--- config.mk ---
export PLATFORM = sky130hd
export DESIGN_NAME = instruction_feeder
export DESIGN_NICKNAME = d
export VERILOG_FILES = /design/src/rtl/feeder_pkg.sv /design/src/rtl/feeder_mem.sv /design/src/rtl/instruction_feeder.sv
export SDC_FILE = /design/constraint.sdc
export NUM_CORES = 1
export LEC_CHECK = 0
export ABC_AREA = 1
export CAP_MARGIN = 20
export CORE_ASPECT_RATIO = 1.5
export CORE_MARGIN = 8
export CORE_UTILIZATION = 30
export DETAILED_ROUTE_END_ITERATION = 10
export MAX_ROUTING_LAYER = met4
export REMOVE_ABC_BUFFERS = 1
export SLEW_MARGIN = 20
export SYNTH_ARGS = -nofsm -noshare
export SYNTH_HDL_FRONTEND = slang
export SYNTH_HIERARCHICAL = 1
export SYNTH_SLANG_ARGS = --single-unit
--- constraint.sdc ---
create_clock -name clock -period 4.8 [get_ports clock]
set_clock_uncertainty 0.2 [all_clocks]
set_input_delay 0.48 -clock clock [delete_from_list [all_inputs] [get_ports clock]]
set_output_delay 0.48 -clock clock [all_outputs]
set_load 0.01 [all_outputs]
--- src/rtl/feeder_pkg.sv ---
// feeder_pkg: shared FSM state type and instruction constants for instruction_feeder.
package feeder_pkg;
   localparam int INSTR_W = 16;
   localparam logic [INSTR_W-1:0] DEF_HALT_WORD = 16'hFFFF;
   typedef enum logic [1:0] {IDLE, FETCH, ISSUE, HALT} state_t;
endpackage

--- src/rtl/feeder_mem.sv ---
// feeder_mem: DEPTH x 16 program store, synchronous write, synchronous write-first read.
module feeder_mem
   import feeder_pkg::*;
#(
   parameter int DEPTH  = 16,
   parameter int ADDR_W = 4
) (
   input  logic               clock,
   input  logic               we_i,
   input  logic [ADDR_W-1:0]  waddr_i,
   input  logic [INSTR_W-1:0] wdata_i,
   input  logic [ADDR_W-1:0]  raddr_i,
   output logic [INSTR_W-1:0] rdata_o
);
   logic [INSTR_W-1:0] mem_q [DEPTH];
   logic [INSTR_W-1:0] rdata_q;
   // Write-first bypass lets a fetch launched on the same edge see the new word.
   always_ff @(posedge clock) begin
      if (we_i) mem_q[waddr_i] <= wdata_i;
      rdata_q <= (we_i && waddr_i == raddr_i) ? wdata_i : mem_q[raddr_i];
   end
   assign rdata_o = rdata_q;
endmodule

--- src/rtl/instruction_feeder.sv ---
// instruction_feeder: program store + PC feeding 16-bit words to the processor iin port.
// Define FEEDER_TIMEOUT_EN to build the done-timeout counter that drives error.
module instruction_feeder
   import feeder_pkg::*;
#(
   parameter int                 DEPTH     = 16,
   parameter int                 ADDR_W    = 4,
   parameter logic [INSTR_W-1:0] HALT_WORD = DEF_HALT_WORD,
   parameter int                 TIMEOUT   = 64
) (
   input  logic               clock,
   input  logic               resetn,
   input  logic               load_en,
   input  logic [ADDR_W-1:0]  load_addr,
   input  logic [INSTR_W-1:0] load_data,
   input  logic               start,
   input  logic               done,
   output logic [INSTR_W-1:0] iin,
   output logic               iin_valid,
   output logic [ADDR_W-1:0]  pc,
   output logic               busy,
   output logic               halted,
   output logic               error
);
   state_t state_q, state_d;
   logic [ADDR_W-1:0] pc_q, pc_d;
   logic [INSTR_W-1:0] iin_q, iin_d, word;
   logic valid_q, valid_d, busy_q, halted_q, error_q, error_d, idle_like;
   assign idle_like = state_q == IDLE || state_q == HALT;
   // Read address follows next-state pc so the word is ready during FETCH.
   feeder_mem #(.DEPTH(DEPTH), .ADDR_W(ADDR_W)) u_mem (
      .clock   (clock),
      .we_i    (load_en && idle_like),
      .waddr_i (load_addr),
      .wdata_i (load_data),
      .raddr_i (pc_d),
      .rdata_o (word)
   );
`ifdef FEEDER_TIMEOUT_EN
   localparam int CNT_W = $clog2(TIMEOUT) + 1;
   logic [CNT_W-1:0] cnt_q, cnt_d;
   always_ff @(posedge clock or negedge resetn) begin
      if (!resetn) cnt_q <= '0;
      else cnt_q <= cnt_d;
   end
`endif
   always_comb begin
      state_d = state_q;
      pc_d    = pc_q;
      iin_d   = iin_q;
      valid_d = valid_q;
      error_d = error_q;
`ifdef FEEDER_TIMEOUT_EN
      cnt_d = (state_q == ISSUE && !done) ? cnt_q + 1'b1 : '0;
`endif
      case (state_q)
         IDLE, HALT: if (start) begin
            pc_d    = '0;
            error_d = 1'b0;
            state_d = FETCH;
         end
         FETCH: if (word == HALT_WORD) state_d = HALT;
         else begin
            iin_d   = word;
            valid_d = 1'b1;
            state_d = ISSUE;
         end
         ISSUE: if (done) begin
            valid_d = 1'b0;
            pc_d    = pc_q + 1'b1;
            state_d = FETCH;
         end
`ifdef FEEDER_TIMEOUT_EN
         else if (cnt_q == CNT_W'(TIMEOUT - 1)) begin
            error_d = 1'b1;
            valid_d = 1'b0;
            state_d = HALT;
         end
`endif
         default: state_d = IDLE;
      endcase
   end
   always_ff @(posedge clock or negedge resetn) begin
      if (!resetn) begin
         state_q  <= IDLE;
         pc_q     <= '0;
         iin_q    <= '0;
         valid_q  <= 1'b0;
         busy_q   <= 1'b0;
         halted_q <= 1'b0;
         error_q  <= 1'b0;
      end else begin
         state_q  <= state_d;
         pc_q     <= pc_d;
         iin_q    <= iin_d;
         valid_q  <= valid_d;
         busy_q   <= state_d == FETCH || state_d == ISSUE;
         halted_q <= state_d == HALT;
         error_q  <= error_d;
      end
   end
   assign iin       = iin_q;
   assign iin_valid = valid_q;
   assign pc        = pc_q;
   assign busy      = busy_q;
   assign halted    = halted_q;
   assign error     = error_q;
endmodule

==> run_results.csv, run 1 <==
group,metric,value,unit
yosys,synthTopCellsByCount,"nand2_1 (412), edfxtp_1 (256), inv_1 (207)",
route,routed_wl,30.4,mm
final_layout,nets,1280,
place,port_buffers,47,
setup_path,worstPathMaxFanout,64,
timing,clock.fmax,277,MHz
run_status,outcome,"finished, final reports clean",
route,drc,0,
yosys,synth_edf_count,256,
floorplanning,rows,91,
timing,drv_slew,0,
cts,cts_made_buffers,25,
floorplanning,dieWidth,181,um
power_and_ir_drop,ir_drop,0.000264,V
route,drtIter0Drc,492,
place,gp_congestion,0.817,
timing,min_period,3.61,ns
power_and_ir_drop,p_per_area,469,nW/um2
setup_path,cp.required,5.01,ns
cts,cts_setup_buffers,0,
setup_path,cpPeakStageDelay,0.80,ns
route,wl_per_cell,17.1,um
cts,cts_hold_buf,0,
power_and_ir_drop,p_total,6.64,mW
timing,hold_viol,0,
cts,htree_levels,1,
setup_path,end_kind,"flip-flop",
cts,clockBufferDepth,3,
final_layout,synthToLayoutAreaGrowth,15.2,%
floorplanning,die-height,264,um
cts,cts_root_buf,"clkbuf_16",
yosys,syn_avg_cell_area,10.2,um2
route,drt_first_pass_iters,5,
grt,grt_pass1_vias,8052,
timing,tightestPinTransition,0.896,ns
yosys,ys_seq_elements,285,
flow_run,max-cap-violations,0,
timing,setup_viol,0,
setup_path,start_kind,"flip-flop",
final_layout,antenna_cells,0,
grt,grt_max_degree,65,
route,avgViaCountPerCell,4.58,
final_layout,drive_above_1_share,6.93,%
cts,clk_latency,0.53,ns
setup_path,cp_cell_sequence,"clkinv_2 > buf_4 > nand2_1 > nand3_1 > nand3_1 > nand3_1 > nand2_1 > nand2_1 > nor2_1 > nand2_2 > nor2_1 > a21oi_1 > o21ai_0 > ha_1",
timing,relSlewSlack,40.2,%
setup_path,crit_family,"simple AND/OR/NAND/NOR gates",
power_and_ir_drop,leakagePower,5.94,nW
grt,grtUsageTotal,12.9,%
setup_path,cp_num_buf_inv,2,
cts,clk_pin_slew,0.07,ns
timing,fin_crit_sh,75.2,%
place,dp_cells,1735,
setup_path,slowest_stage,"dfxtp_4",
yosys,syn_area,12300,um2
setup_path,r2r-end,"busy",
setup_path,reg2regPathDepth,14,
yosys,ys_async_sr_fraction,8.77,%
cts,cts.repair.resized,0,
floorplanning,pin_count,49,
yosys,synth_top_area_cell,"edfxtp_1",
cts,cts_tree,"yes",
yosys,ys_types,25,
final_layout,layout.cells.non_filler,1780,
route,drtAntennaViolNets,0,
cts,numClockSinks,285,
yosys,yosysSeqAreaShare,68.2,%
yosys,synth_ff_type,"edfxtp_1",
place,hpwl,18.1,mm
yosys,yosys-top-cells-area,"edfxtp_1 (62%), nand2_1 (13%), nand3_1 (7.9%), inv_1 (6.3%), dfrtp_1 (5.1%)",
yosys,yosysMostFrequentCell,"nand2_1",
yosys,synthCells,1205,
floorplanning,initial_core_util,30.2,%
worst_hold_path,min_path_type,"in2async",
timing,rsz0062_at_grt,"false",
grt,antenna_found_initial,0,
grt,globalRouteOverflowTotal,0,
floorplanning,core,40800,um2
floorplanning,dieArea,47900,um2
grt,grt_pass1_wl,46.5,mm
final_layout,fillers,4052,
setup_path,worstPathArrival,3.82,ns
route,vias,8159,
yosys,synth_top_area_share,62.5,%
yosys,ys_warn_count,6,
setup_path,ff2ff_setup_slack,1.19,ns
setup_path,crit_type,"reg2reg",
flip-flops by register name, summed over array words and instances, names as in the netlist, named ones only:
name and flops:
pc 4, halted 1, busy 1, iin 16
u_mem/mem_q 256, state_q 2, iin_valid 1
worst register-to-register path, stage by stage, from the launching register on:
cell,delay [ns]
dfxtp_4,0.80
clkinv_2,0.14
buf_4,0.37
nand2_1,0.16
nand3_1,0.07
nand3_1,0.11
nand3_1,0.09
nand2_1,0.16
nand2_1,0.07
nor2_1,0.31
nand2_2,0.14
nor2_1,0.26
a21oi_1,0.11
o21ai_0,0.24
ha_1,0.28
through the flow:
step	instance area, um2	setup WS (ns)	util, %	setup TNS, ns	hold WS (ns)
2_1_floorplan	12000	-0.806	-	-15.53	-0.0156
3_3_place_gp	13300	1.08	32.7	0	0.271
3_5_place_dp	13300	1.11	32.7	0	0.289
4_1_cts	14200	1.07	34.8	0	0.139
5_1_grt	14200	0.875	34.8	0	0.170
6_report	14200	1.19	34.8	0	0.138
cells by family after synthesis:
group,Yosys count,share of synthesized area (%)
and+or+nand+nor,636,21.5
DFF,285,68.2
buffers and inverters,264,9.10
AOI/OAI and AO/OA,15,0.743
adders and majority gates,4,0.407
other,1,0.0305
cells in the final DEF, fill, tap and decap left out, types with 5 or more instances in the layout:
master,count
clkbuf_16,25
clkbuf_1,6
nand3_1,194
o21ai_0,7
nor2_2,15
buf_4,26
dfrtp_1,25
clkdlybuf4s50_1,47
edfxtp_1,256
inv_1,207
clkinv_2,5
nor2_1,9
nand2_1,412
area by class of cell:
type	count	area [um2]	share of cell area, %
sequential	285	8400	59.2
multi-input combinational	656	2840	20.0
inverter	210	790	5.57
clock buffer	33	676	4.77
timing repair buffer	73	666	4.70
tap	511	639	4.51
clock inverter	12	168	1.18
how the worst max path moves through the flow:
stage	cells past startpoint	startpoint	end
global placement	14	flip-flop	busy
global route	14	flip-flop	busy
floorplan	13	flip-flop	iin_valid
detailed placement	14	flip-flop	busy
finish	14	flip-flop	busy
CTS	14	flip-flop	busy
metal layers:
layer | part of all wire (%) | track usage [%] | vias to the layer above | wire, um
li1 | - | - | 3948 | -
met1 | 38 | 13.9 | 3926 | 11600
met2 | 53 | 23.4 | 220 | 16000
met3 | 5.9 | 2.02 | 65 | 1790
met4 | 3.4 | 5.27 | 0 | 1050
met5 | 0 | - | - | 0
report_power, final:
group          internal [mW]  switching [mW]
sequential              2.86           0.166
clock                   1.21           0.872
combinational          0.543           0.987
Note: power is estimated with default switching activity, not from simulation.
==> run 2, diff against run 1 <==
clock period = 3.2 ns   (was 4.8 ns; I/O delays follow)
==> run 2 against run 1 <==
Maximum frequency up 26%. Die area unchanged. Hold slack improved by 0.14 ns. Utilization increased by 0.22 points. Wire length fell by 0.48%. First-iteration DRC count increased by 0.20%. Global-route usage fell by 0.13 points. Clock power grew 38%.
==> run_results.csv, run 2 (synthesized netlist as in run 1, its figures left out) <==
group,metric,value,unit
run_status,outcome,"finished, final reports clean",
cts,clk_latency,0.53,ns
setup_path,crit_end,"busy",
final_layout,drive_above_1_share,7.34,%
floorplanning,dieArea,47900,um2
floorplanning,dieWidth,181,um
route,drt_first_pass_iters,7,
setup_path,worstPathMaxFanout,50,
setup_path,worstPathArrival,3.09,ns
cts,cts_root_buf,"clkbuf_16",
place,dp_cells,1748,
timing,tightestPinTransition,0.590,ns
worst_hold_path,min_path_type,"reg2reg",
grt,grt_pass1_vias,8096,
timing,drv_slew,0,
flow_run,max-cap-violations,0,
cts,clk_pin_slew,0.07,ns
route,drtIter0Drc,493,
setup_path,end_kind,"flip-flop",
cts,cts_tree,"yes",
power_and_ir_drop,ir_drop,0.000434,V
setup_path,cpPeakStageDelay,0.37,ns
final_layout,layout.cells.non_filler,1792,
timing,holdWs,0.277,ns
timing,min_period,2.88,ns
grt,grtUsageTotal,12.8,%
final_layout,nets,1294,
cts,numClockSinks,285,
floorplanning,rows,91,
setup_path,crit_type,"reg2reg",
setup_path,crit_top_cell,"nand2_1",
final_layout,final_common_cell,"nand2_1",
cts,cts.repair.resized,0,
grt,antenna_found_initial,0,
timing,relSlewSlack,60.6,%
route,drc,0,
power_and_ir_drop,leakagePower,5.98,nW
timing,hold_viol,0,
floorplanning,initial_core_util,30.2,%
route,drtAntennaViolNets,0,
grt,grt_pass1_wl,46.5,mm
final_layout,largest_reg_flops,256,
place,gp_congestion,0.796,
setup_path,reg2regPathDepth,16,
final_layout,synthToLayoutAreaGrowth,15.9,%
place,port_buffers,47,
final_layout,antenna_cells,0,
place,hpwl,19.0,mm
setup_path,start_kind,"flip-flop",
timing,clock.fmax,348,MHz
power_and_ir_drop,p_per_area,692,nW/um2
cts,htree_levels,1,
timing,rsz0062_at_grt,"false",
setup_path,cp_cell_sequence,"clkinv_2 > buf_12 > buf_4 > nand2_1 > nand2_1 > nand2_1 > nand3_1 > nand3_1 > nand2_1 > nand2_1 > nor2_1 > nand2_2 > nor2_1 > a21oi_1 > o21ai_0 > ha_1",
final_layout,final_cell_mix,"nand2_1 (412), edfxtp_1 (256), inv_1 (207), nand3_1 (194), clkdlybuf4s50_1 (47)",
route,routed_wl,30.2,mm
route,wl_per_cell,16.9,um
setup_path,ff2ff_setup_slack,0.32,ns
setup_path,cp.required,3.41,ns
setup_path,r2r-end,"busy",
floorplanning,pin_count,49,
timing,setup_viol,0,
floorplanning,core,40800,um2
final_layout,top_register,"u_mem/mem_q",
grt,grt_max_degree,77,
grt,globalRouteOverflowTotal,0,
route,avgViaCountPerCell,4.63,
setup_path,slowest_stage,"dfxtp_4",
timing,fin_crit_sh,89.9,%
floorplanning,die-height,264,um
cts,clockBufferDepth,3,
cts,cts_made_buffers,25,
route,vias,8288,
cts,cts_setup_buffers,0,
==> run 2: cell types whose count changed in the layout (fill, tap and decap cells not counted), sizes merged <==
cell	before	now
bufinv	4	2
clkinv	6	9
dlygate4sd3	0	1
buf	26	39
clkbuf	33	31
inv	210	209
==> run 2: worst min path at each step <==
| stage | from | end | cells past startpoint |
|---|---|---|---|
| after floorplan | resetn | busy | 0 |
| after global placement | iin[8] | iin[8] | 2 |
| after detailed placement | iin[3] | iin[3] | 2 |
| after CTS | iin[12] | iin[12] | 2 |
| after global routing | iin[8] | iin[8] | 2 |
| final | iin[12] | iin[12] | 2 |
==> run 2: where the power goes <==
| group | internal [mW] | switching, mW | leakage (nW) | total, mW |
|---|---|---|---|---|
| Combinational | 0.908 | 1.67 | 2.97 | 2.57 |
| Sequential | 4.30 | 0.126 | 2.65 | 4.42 |
| Clock | 1.59 | 1.29 | 0.361 | 2.88 |
==> run 2: worst max-delay path, delay by kind of cell (launching register included) <==
kind                     cells  cell delay (ns)
AO/OA/AOI/OAI                2             0.30
adder cells (fa/ha/maj)      1             0.27
AND/OR/NAND/NOR             10             0.99
flip-flops                   1             0.37
buffers and inverters        3             0.60
==> run 2: repair_timing <==
action                     4_1_cts  5_1_grt
hold buffers                     1        0
hold endpoints to repair        13        0
setup endpoints to repair        0        0
==> run 2: per-stage QoR <==
stage / utilization [%] / instance area, um2 / worst slack (ns) / TNS [ns] / power [mW]
2_1_floorplan: - / 12000 / -2.41 / -47.53 / 6.02
3_3_place_gp: 33.1 / 13500 / 0.364 / 0 / 7.05
3_5_place_dp: 33.1 / 13500 / 0.308 / 0 / 7.09
4_1_cts: 35.0 / 14300 / 0.300 / 0 / 9.97
5_1_grt: 35.0 / 14300 / 0.0482 / 0 / 10.4
6_report: 35.0 / 14300 / 0.324 / 0 / 9.87
==> run 2: routing by layer <==
layer / global-route usage [%] / wire length, um / vias to the layer above
li1: - / - / 3980
met3: 1.76 / 1640 / 73
met1: 14.4 / 12000 / 3991
met4: 5.82 / 1220 / 0
met2: 22.3 / 15300 / 244
met5: - / 0 / -
==> run 2: layout make-up <==
type	instances	area (um2)
clock buffers	31	648
inverters	210	790
clock inverters	12	111
repair buffers	87	848
flip-flops and latches	285	8400
multi-input cells	656	2830
well taps	511	639
fillers	3981	26500
==> RTL change: new RTL, config.mk and constraints of run 2 <==
Add an input register stage for `load_en`, `load_addr`, `load_data` and `start`, cleared by the reset; this delays them by one clock. The other inputs are not delayed to match.
--- a/src/rtl/instruction_feeder.sv
+++ b/src/rtl/instruction_feeder.sv
@@ -22,6 +22,26 @@
    output logic               halted,
    output logic               error
 );
+
+   logic load_en_q;
+   logic [ADDR_W-1:0] load_addr_q;
+   logic [INSTR_W-1:0] load_data_q;
+   logic start_q;
+
+   always_ff @(posedge clock or negedge resetn) begin
+      if (!resetn) begin
+         load_en_q   <= '0;
+         load_addr_q <= '0;
+         load_data_q <= '0;
+         start_q     <= '0;
+      end else begin
+         load_en_q   <= load_en;
+         load_addr_q <= load_addr;
+         load_data_q <= load_data;
+         start_q     <= start;
+      end
+   end
+
    state_t state_q, state_d;
    logic [ADDR_W-1:0] pc_q, pc_d;
    logic [INSTR_W-1:0] iin_q, iin_d, word;
@@ -30,9 +50,9 @@
    // Read address follows next-state pc so the word is ready during FETCH.
    feeder_mem #(.DEPTH(DEPTH), .ADDR_W(ADDR_W)) u_mem (
       .clock   (clock),
-      .we_i    (load_en && idle_like),
-      .waddr_i (load_addr),
-      .wdata_i (load_data),
+      .we_i    (load_en_q && idle_like),
+      .waddr_i (load_addr_q),
+      .wdata_i (load_data_q),
       .raddr_i (pc_d),
       .rdata_o (word)
    );
@@ -54,7 +74,7 @@
       cnt_d = (state_q == ISSUE && !done) ? cnt_q + 1'b1 : '0;
 `endif
       case (state_q)
-         IDLE, HALT: if (start) begin
+         IDLE, HALT: if (start_q) begin
             pc_d    = '0;
             error_d = 1'b0;
             state_d = FETCH;
Function: changed (Yosys sat finds a counterexample within 4 cycles, from zero or initial values and one cycle with resetn low).
==> RTL change against run 2 <==
  * Synthesized cell count increased by 1.8%
  * Sequential cell count increased by 22
  * Area after synthesis increased by 4.4%
  * Worst setup slack got worse by 80 ps
  * Final area increased by 6.7%
  * Core utilization increased by 0.76 points
  * Routed wire length increased by 10%
  * Power increased by 12%
  * Critical endpoint unchanged
==> RTL change: results (changes against run 2) <==
metric,value,unit,change
Final HPWL DP,19770,um,was 18990 um
hold path depth,1,,was 2
routed via count,8660,,was 8288
Placed Instances,1826,,was 1748
Arrival @ worst endpoint,3210,ps,was 3090 ps
Tot GR Track Use,13.83,%,was 12.79%
CTS Buf Count,28,,was 25
clk_lat worst skew,570,ps,was 530 ps
max incr delay on CP,650,ps,was 370 ps
Hold Path Class,input port to register,,was register to register
fillers,4216,,was 3981
cell area after placement,14110,sq um,was 13490 sq um
met1 wire length,13040,um,was 12040 um
first-pass GRT wire length,51210,um,was 46520 um
gpl congestion,0.8185,,was 0.7956
WL met3,1872,um,was 1642 um
syn_area_per_cell,10.47,sq um,was 10.21 sq um
reg2reg path depth,12,,was 16
hold_ws,8.900,ps,was 277.4 ps
final std cells w/o fill,1895,,was 1792
M3 GR Usage,1.737,%,was 1.760%
PwrDens,723.4,nW/um^2,was 692.3 nW/um^2
met1 GRT Util,15.65,%,was 14.38%
Gate power share,24.8,%,was 26.1%
DR iter-0 viols,651,,was 493
Synth area leaders,"edfxtp_1, nand2_1, dfrtp_1",,"was edfxtp_1, nand2_1, nand3_1"
sequential fraction of design power,43.6,%,was 44.8%
"Seq/Total Area, Yosys",69.61,%,was 68.23%
CP max FO,31,,was 50
final wirelength,33400,um,was 30250 um
Leak,6.400,nW,was 5.985 nW
# nets final,1332,,was 1294
Unique masters post-synth,24,,was 25
met2 WL,16800,um,was 15350 um
most frequent cells after synthesis,"nand2_1, edfxtp_1, inv_1, nand3_1, dfrtp_1",,"was nand2_1, edfxtp_1, inv_1, nand3_1"
Int Power,0.007508,W,was 0.006797 W
outcome,"finished, final reports clean",,unchanged
Final Cycle Share,92.35,%,was 89.86%
Worst R2R Setup Slack,240,ps,was 320 ps
==> RTL change: cell count changes after synthesis, sizes merged <==
cell	delta
dfrtp	+22
o31ai	-1
nand2	+2
nor3	-1
o21ai	-3
a21oi	+2
nand4	+1
==> RTL change: cells by family after synthesis <==
kind of cell	after synthesis	share of synthesized area, %
AOI/OAI and AO/OA	13	0.6136
other	1	0.02919
buffers and inverters	264	8.716
adders and majority gates	4	0.3895
DFF	307	69.61
and+or+nand+nor	638	20.64
==> RTL change: layout make-up <==
type / count / area [sq um] / area share, %
clock buffers: 33 / 729.5 / 4.791
clock inverters: 19 / 214.0 / 1.405
inverters: 210 / 789.5 / 5.185
multi-input cells: 656 / 2825 / 18.56
flip-flops and latches: 307 / 8949 / 58.77
well taps: 570 / 713.2 / 4.684
repair buffers: 100 / 1006 / 6.607
